File: src/rtl/tpu_uart_host_if.sv
// Request/response handshake between on-chip control logic and the TPU UART host.
// The master side issues commands; the slave side (the host block) returns one result per command.
`timescale 1ns/1ps
interface tpu_uart_host_if;
  logic       req_valid;
  logic       req_ready;
  logic [7:0] req_cmd;
  logic [7:0] req_addr;
  logic [7:0] req_data;
  logic       rsp_valid;
  logic [7:0] rsp_data;
  logic [1:0] rsp_status;

  modport master (
    output req_valid, req_cmd, req_addr, req_data,
    input  req_ready, rsp_valid, rsp_data, rsp_status
  );

  modport slave (
    input  req_valid, req_cmd, req_addr, req_data,
    output req_ready, rsp_valid, rsp_data, rsp_status
  );
endinterface

File: src/rtl/tpu_uart_host.sv
// Host-side initiator for the TPU UART command protocol: serialises one request into
// command bytes, then waits for and checks the single response byte.
`timescale 1ns/1ps
module tpu_uart_host #(
  parameter int unsigned TIMEOUT_CYCLES = 1_000_000,
  parameter logic [7:0]  ACK_BYTE       = 8'h06
) (
  input  logic             clk,
  input  logic             rst,
  tpu_uart_host_if.slave   host,
  output logic [7:0]       tx_data,
  output logic             tx_start,
  input  logic             tx_busy,
  input  logic [7:0]       rx_data,
  input  logic             rx_valid,
  output logic             busy,
  output logic [7:0]       stray_count
);
  localparam int unsigned   CW       = (TIMEOUT_CYCLES > 1) ? $clog2(TIMEOUT_CYCLES) : 1;
  localparam logic [CW-1:0] LAST_CNT = CW'(TIMEOUT_CYCLES - 1);

  localparam logic [7:0] CMD_W = 8'h57;
  localparam logic [7:0] CMD_A = 8'h41;
  localparam logic [7:0] CMD_S = 8'h53;
  localparam logic [7:0] CMD_R = 8'h52;
  localparam logic [7:0] CMD_Q = 8'h3F;

  typedef enum logic [2:0] {IDLE, SEND, TX_WAIT, WAIT_RSP, DONE} state_t;

  state_t        state;
  logic [7:0]    cmd_q;
  logic [7:0]    addr_q;
  logic [7:0]    data_q;
  logic [1:0]    num_bytes;
  logic [1:0]    sent;
  logic          tx_settle;
  logic [CW-1:0] cnt;

  logic [1:0]    req_len;
  logic [7:0]    next_byte;
  logic          rsp_ok;

  // Zero length marks an illegal command.
  always_comb begin
    req_len = 2'd0;
    case (host.req_cmd)
      CMD_W, CMD_A: req_len = 2'd3;
      CMD_R:        req_len = 2'd2;
      CMD_S, CMD_Q: req_len = 2'd1;
      default:      req_len = 2'd0;
    endcase
  end

  always_comb begin
    case (sent)
      2'd0:    next_byte = cmd_q;
      2'd1:    next_byte = addr_q;
      default: next_byte = data_q;
    endcase
  end

  always_comb begin
    rsp_ok = 1'b1;
    case (cmd_q)
      CMD_W, CMD_A, CMD_S: rsp_ok = (rx_data == ACK_BYTE);
      CMD_Q:               rsp_ok = (rx_data[7:2] == 6'd0);
      default:             rsp_ok = 1'b1;
    endcase
  end

  // tx_settle skips the first TX_WAIT cycle, before the transmitter can have raised tx_busy.
  always_ff @(posedge clk or posedge rst) begin
    if (rst) begin
      state           <= IDLE;
      cmd_q           <= 8'h00;
      addr_q          <= 8'h00;
      data_q          <= 8'h00;
      num_bytes       <= 2'd0;
      sent            <= 2'd0;
      tx_settle       <= 1'b0;
      cnt             <= '0;
      tx_data         <= 8'h00;
      tx_start        <= 1'b0;
      busy            <= 1'b0;
      stray_count     <= 8'h00;
      host.req_ready  <= 1'b0;
      host.rsp_valid  <= 1'b0;
      host.rsp_data   <= 8'h00;
      host.rsp_status <= 2'b00;
    end else begin
      tx_start       <= 1'b0;
      host.rsp_valid <= 1'b0;
      if (rx_valid && state != WAIT_RSP && stray_count != 8'hFF)
        stray_count <= stray_count + 8'd1;

      case (state)
        IDLE: begin
          host.req_ready <= 1'b1;
          if (host.req_valid && host.req_ready) begin
            host.req_ready <= 1'b0;
            busy           <= 1'b1;
            cmd_q          <= host.req_cmd;
            addr_q         <= host.req_addr;
            data_q         <= host.req_data;
            num_bytes      <= req_len;
            sent           <= 2'd0;
            if (req_len == 2'd0) begin
              host.rsp_valid  <= 1'b1;
              host.rsp_status <= 2'b11;
              host.rsp_data   <= 8'h00;
              state           <= DONE;
            end else if (!tx_busy) begin
              tx_data   <= host.req_cmd;
              tx_start  <= 1'b1;
              sent      <= 2'd1;
              tx_settle <= 1'b1;
              state     <= TX_WAIT;
            end else begin
              state <= SEND;
            end
          end
        end
        SEND: begin
          if (!tx_busy) begin
            tx_data   <= next_byte;
            tx_start  <= 1'b1;
            sent      <= sent + 2'd1;
            tx_settle <= 1'b1;
            state     <= TX_WAIT;
          end
        end
        TX_WAIT: begin
          if (tx_settle) begin
            tx_settle <= 1'b0;
          end else if (!tx_busy) begin
            if (sent == num_bytes) begin
              cnt   <= '0;
              state <= WAIT_RSP;
            end else begin
              state <= SEND;
            end
          end
        end
        // A byte arriving on the expiry cycle takes priority over the timeout.
        WAIT_RSP: begin
          cnt <= cnt + 1'b1;
          if (rx_valid) begin
            host.rsp_data   <= rx_data;
            host.rsp_status <= rsp_ok ? 2'b00 : 2'b01;
            host.rsp_valid  <= 1'b1;
            state           <= DONE;
          end else if (cnt == LAST_CNT) begin
            host.rsp_data   <= 8'h00;
            host.rsp_status <= 2'b10;
            host.rsp_valid  <= 1'b1;
            state           <= DONE;
          end
        end
        DONE: begin
          busy           <= 1'b0;
          host.req_ready <= 1'b1;
          state          <= IDLE;
        end
        default: state <= IDLE;
      endcase
    end
  end
endmodule

File: src/flat_wrapper.sv
// flat-port wrapper written by rule: the top's interface ports become plain ports
module tpu_uart_host_flat 
#(
  parameter int unsigned TIMEOUT_CYCLES = 1_000_000,
  parameter logic [7:0]  ACK_BYTE       = 8'h06
)
  (clk, rst, tx_data, tx_start, tx_busy, rx_data, rx_valid, busy, stray_count, host_req_valid, host_req_cmd, host_req_addr, host_req_data, host_req_ready, host_rsp_valid, host_rsp_data, host_rsp_status);
  tpu_uart_host_if host_i ();
  input  logic clk;
  input  logic rst;
  output logic [7:0] tx_data;
  output logic tx_start;
  input  logic tx_busy;
  input  logic [7:0] rx_data;
  input  logic rx_valid;
  output logic busy;
  output logic [7:0] stray_count;
  input wire logic [$bits(host_i.req_valid)-1:0] host_req_valid;
  input wire logic [$bits(host_i.req_cmd)-1:0] host_req_cmd;
  input wire logic [$bits(host_i.req_addr)-1:0] host_req_addr;
  input wire logic [$bits(host_i.req_data)-1:0] host_req_data;
  output wire logic [$bits(host_i.req_ready)-1:0] host_req_ready;
  output wire logic [$bits(host_i.rsp_valid)-1:0] host_rsp_valid;
  output wire logic [$bits(host_i.rsp_data)-1:0] host_rsp_data;
  output wire logic [$bits(host_i.rsp_status)-1:0] host_rsp_status;
  assign host_i.req_valid = host_req_valid;
  assign host_i.req_cmd = host_req_cmd;
  assign host_i.req_addr = host_req_addr;
  assign host_i.req_data = host_req_data;
  assign host_req_ready = host_i.req_ready;
  assign host_rsp_valid = host_i.rsp_valid;
  assign host_rsp_data = host_i.rsp_data;
  assign host_rsp_status = host_i.rsp_status;
  tpu_uart_host #(.TIMEOUT_CYCLES(TIMEOUT_CYCLES), .ACK_BYTE(ACK_BYTE)) u_core (.clk(clk), .rst(rst), .host(host_i), .tx_data(tx_data), .tx_start(tx_start), .tx_busy(tx_busy), .rx_data(rx_data), .rx_valid(rx_valid), .busy(busy), .stray_count(stray_count));
endmodule
File: config.mk
export PLATFORM = sky130hd
export DESIGN_NAME = tpu_uart_host_flat
export DESIGN_NICKNAME = d
export VERILOG_FILES = /design/src/rtl/tpu_uart_host_if.sv /design/src/rtl/tpu_uart_host.sv /design/src/flat_wrapper.sv
export SDC_FILE = /design/constraint.sdc
export NUM_CORES = 1
export LEC_CHECK = 0
export CORE_MARGIN = 2
export CORE_UTILIZATION = 50
export DETAILED_ROUTE_END_ITERATION = 8
export PLACE_DENSITY = 0.85
export SYNTH_ARGS = -nofsm -noshare
export SYNTH_HDL_FRONTEND = slang
export SYNTH_SLANG_ARGS = --single-unit
File: constraint.sdc
create_clock -name clk -period 3.3 [get_ports clk]
set_input_delay 0.495 -clock clk [delete_from_list [all_inputs] [get_ports clk]]
set_output_delay 0.495 -clock clk [all_outputs]
set_load 0.03 [all_outputs]
# After elaboration in Yosys (flattened, before gate mapping)
# Index checks and enable logic that the tools add are counted.
# Widths: inputs -> output; s select.
# word_totals
in_bits	37
out_inout_bits	30
register_bits	82
# classes
n_eq_ne	28
muxes	55
reduce_logical	23
addsub	3
# op_table
operator	count
$mux 8	8
$mux 20	3
$eq 8x7->1 const B	7
$pmux 8 s2	3
$pmux 20 s2	1
$mux 3	7
$add 20x1->20 const B	1
$eq 20x20->1 const B	1
$mux 2	9
$eq 8x6->1 const B	2
$mux 1	14
$pmux 3 s4	1
$ne 2x2->1 const B	5
$pmux 1 s2	5
$reduce_and 5->1	2
$add 8x1->8 const B	1
$eq 8x3->1 const B	1
$ne 8x8->1 const B	1
$pmux 2 s2	2
$reduce_and 4->1	2
$reduce_bool 2->1	4
$eq 3x2->1 const B	2
$logic_not 6->1	1
$ne 2x1->1 const B	3
16 further kinds	23

# Logic depth before layout (Yosys ltp)
# depth
word_depth	7
mapped_depth	8
ltp_nobuf	7

# Worst setup path before layout
# OpenSTA, ideal clock, no wires.
# synth_path
path_type	input -> register
startpoint	input port host_req_cmd[4]
endpoint	register u_core.tx_data[0]
stages	7
setup_time_ns	0.125
arrival_ns	1.976
setup_slack_ns	1.199
n_path_buf	2
path_cell_list	buf_6 > or4b_1 > a31o_1 > a21oi_2 > o21ai_2 > buf_6 > mux2_4
# synth_via
elab_chain_len	6
elab_cells_between_ends	11
classes_between	6 x eq/ne; 1 x mux; 4 x reduce/logical
# synth_rtl
element	line	source
start, declared	flat_wrapper.sv:19	input wire logic [$bits(host_i.req_cmd)-1:0] host_req_cmd;
$eq 8x7->1 or $eq 8x6->1 (tied branches)	tpu_uart_host.sv:46	case (host.req_cmd)
$reduce_or 2->1	tpu_uart_host.sv:46	
$pmux 2 s3 *	tpu_uart_host.sv:46	
$logic_not 2->1 *	tpu_uart_host.sv:107	if (req_len == 2'd0) begin
$ne 2x2->1 (no source line) *	n/a	
$reduce_and 5->1 (no source line) *	n/a	
end signal, assigned	tpu_uart_host.sv:113	tx_data <= host.req_cmd;
end signal, assigned	tpu_uart_host.sv:125	tx_data <= next_byte;
end, declared	tpu_uart_host.sv:11	output logic [7:0] tx_data,
# Mark *: on every way between the ends. The rest lies on a longest branch, timed or not.
# A chain may end at the register's enable or synchronous reset.

# Worst setup path after layout
# layout_path
startpoint	input port host_req_cmd[4]
endpoint	register u_core.tx_data[6]
# The elaborated chain is that of the path after synthesis.

==> results.yml <==
worst_hold_path:
  worstHoldPathType: "reg2reg"
  hold_path.startpoint: "u_core.data_q[2]"
  worstHoldEndpoint: "u_core.data_q[2]"
  holdPathStages: 2
worst_setup_path:
  path_class: "in2reg"
  path_cells: "clkdlybuf4s50_1 > or4b_1 > a31o_1 > a21oi_2 > o21ai_2 > mux2_1"
  r2r_end: "u_core.num_bytes[1]"
  reg2regPathDepth: 4
  end_kind: "flip-flop"
  required_ns: 3.54
  crit_path_start_kind: "input pin"
  cp_slowest_stage_delay_ns: 0.57
  reg2reg_from: "u_core.state[0]"
  critPathSlowestCell: "clkdlybuf4s50_1"
  regToRegSetupSlack_ns: 1.19
  cp.arrival_ns: 2.61
  worstPathMaxFanout: 11
floorplan:
  die_h_um: 93.8
  core_area_mm2: 0.00777
  start_util: 0.519
  dieArea_mm2: 0.00879
  rows: 32
  die_x_um: 93.8
  io_pins: 67
timing:
  finalCriticalPeriod_ns: 2.36
  clock_skew_ns: 0.0143
  slew_headroom: 0.429
  maxSlewViolCount: 0
  rsz0062_at_grt: "false"
  fin_tns_setup_ns: 0
  hold_ws_ns: 0.482
  layout_worst_path_cycle_share: 0.717
  tightest_slew_ns: 0.855
  setup_viol: 0
  hold_violations: 0
  fmax_ghz: 0.423
cells_and_area:
  antenna_cells: 0
  drive_above_1_share: 0.0744
  final_core_util: 0.636
  fin_nets: 533
  design_area_mm2: 0.00494
  finalNonFillerCells: 599
  area_growth_pct: 22.5
route:
  dr.pass1.iters: 4
  viasPerCell: 5.44
  vias: 3257
  drtAntennaViolNets: 0
  drtIter0Drc: 197
  drt_wl_total_um: 8920
  wl_per_cell_um: 14.9
  drc: 0
synthesis:
  syn_nets: 471
  ys_seq_area_frac: 0.509
  ys_seq_elements: 82
  synthArstFlopShare: 1.00
  synth_largest_area_cell: "dfrtp_1"
  synth_common_cells: "nand2_1, dfrtp_1, nor2_1, xnor2_1"
  ys_warn_count: 0
  syn_area_mm2: 0.00403
  dominantRegCellSynth: "dfrtp_1"
  synth_area_leaders: "dfrtp_1, nand2_1, xnor2_1, nor2_1, mux2_4"
  synth_edf_count: 0
  yosys.area.top_type_share: 0.509
  synthMostInstantiatedCell: "nand2_1"
  syn-instance-count: 430
  synth_cell_types: 54
  avgSynthCellArea_um2: 9.37
cts:
  cts_resized: 0
  hold_buffers: 0
  clock_path_buffers: 2
  path_clk_slew_ns: 0.09
  postCtsSetupBuffers: 0
  clock-sinks: 82
  h-tree-depth: 3
  numCtsBuffers: 9
  root_buffer: "clkbuf_8"
  worstSkewPairLatency_ns: 0.36
  cts_tree: "done"
flow_run:
  drv_cap: 0
placement:
  hpwlAfterDp_um: 6520
  place.gp.congestion: 0.856
  placed_area_mm2: 0.00475
  port_buffers: 66
  placed_cells: 583
grt:
  grt_pass1_vias: 3120
  antenna_found_initial: 0
  grt_use_total: 0.218
  grt_max_degree: 34
  grt_pass1_wl_um: 15100
  grt_overflow: 0
pwr:
  leakage_nw: 2.21
  p_per_area_mw_per_mm2: 766
  irDropWorstVdd_v: 0.000338
run_status:
  outcome: "finished, final reports clean"
[kinds of logic (layout without fill, tap and decap cells)]
logic type                 after synthesis  count (layout)  share of synthesized area
buffers and inverters                   33             100                     0.0404
and+or+nand+nor                        211             211                      0.242
adders and majority gates                4               4                     0.0124
xor gates and xnor gates                22              22                     0.0478
AOI/OAI and AO/OA                       69              69                      0.117
DFF                                     82              82                      0.509
muxes                                    9               9                     0.0317
[routing by layer]
| metal | track usage | vias up | share of wire |
|---|---|---|---|
| met5 | 0 | - | 0 |
| met4 | 0.0725 | 0 | 0.011 |
| met3 | 0.0305 | 8 | 0.051 |
| met2 | 0.343 | 84 | 0.48 |
| met1 | 0.312 | 1555 | 0.46 |
| li1 | - | 1610 | - |
[through the flow]
| stage | setup WS (ns) | total power, mW |
|---|---|---|
| final | 0.935 | 3.78 |
| after global routing | 0.851 | 4.07 |
| after CTS | 0.949 | 3.80 |
| after detailed placement | 0.578 | 3.13 |
| after global placement | 0.648 | 3.06 |
| after floorplan | 0.697 | 2.62 |
[state kept, by name, indices dropped and copies added, names as in the netlist]
signal / count
u_core.busy: 1
u_core.cmd_q: 8
u_core.sent: 2
u_core.host.rsp_data: 8
u_core.stray_count: 8
u_core.tx_data: 8
u_core.data_q: 8
u_core.tx_start: 1
u_core.state: 3
u_core.cnt: 20
u_core.addr_q: 8
u_core.host.req_ready: 1
u_core.num_bytes: 2
u_core.host.rsp_valid: 1
u_core.tx_settle: 1
u_core.host.rsp_status: 2
[area by class of cell]
| type | instances | area [µm²] |
|---|---|---|
| timing repair buffer | 73 | 713 |
| multi-input combinational | 315 | 1820 |
| clock inverter | 7 | 58.8 |
| clock buffer | 9 | 124 |
| inverter | 11 | 42.5 |
| fill | 640 | 2830 |
| sequential | 82 | 2050 |
| tap | 102 | 128 |
[power by group]
group | switching (mW) | internal (mW) | leakage, nW
Combinational | 0.908 | 0.628 | 1.05
Clock | 0.393 | 0.283 | 0.0868
Sequential | 0.275 | 1.30 | 1.07
[cell usage in the layout (no fill, tap or decap), types with 3 or more instances in the layout]
master,Yosys,final
nor3_1,15,15
or3_1,5,5
nand3_1,11,11
a22oi_1,8,8
xor2_1,4,4
and4_1,3,3
inv_6,0,3
o31ai_1,3,3
a31oi_1,9,9
xnor2_1,18,18
o21ai_0,15,15
dfrtp_1,82,82
buf_4,2,7
and2_1,3,3
nor2_1,35,35
nand4_1,5,5
inv_1,11,10
ha_1,4,4
a22o_1,9,9
nand2_1,105,105
clkdlybuf4s50_1,0,66
mux2_4,7,7
and3_1,5,5
clkbuf_8,0,9
nand2b_1,3,3
nor4_1,5,5
a21oi_1,9,9
[critical path: cells and delay by family]
kind            cells  cell delay, ns
simple gates        1            0.57
buf+inv             1            0.57
mux                 1            0.37
compound gates      3            0.60
[worst max-delay path by stage]
stage | start | endpoint | slack (ns) | depth (start not counted)
6_report | host_req_cmd[4] | u_core.tx_data[6] | 0.94 | 6
5_1_grt | host_req_cmd[4] | u_core.host.rsp_status[0] | 0.85 | 8
4_1_cts | host_req_cmd[4] | u_core.tx_data[6] | 0.95 | 6
3_5_place_dp | host_req_cmd[4] | u_core.tx_data[6] | 0.58 | 6
3_3_place_gp | host_req_cmd[4] | u_core.tx_data[6] | 0.65 | 6
2_1_floorplan | rst | u_core.addr_q[0] | 0.70 | 1
Power figures use the tool's default switching activity.
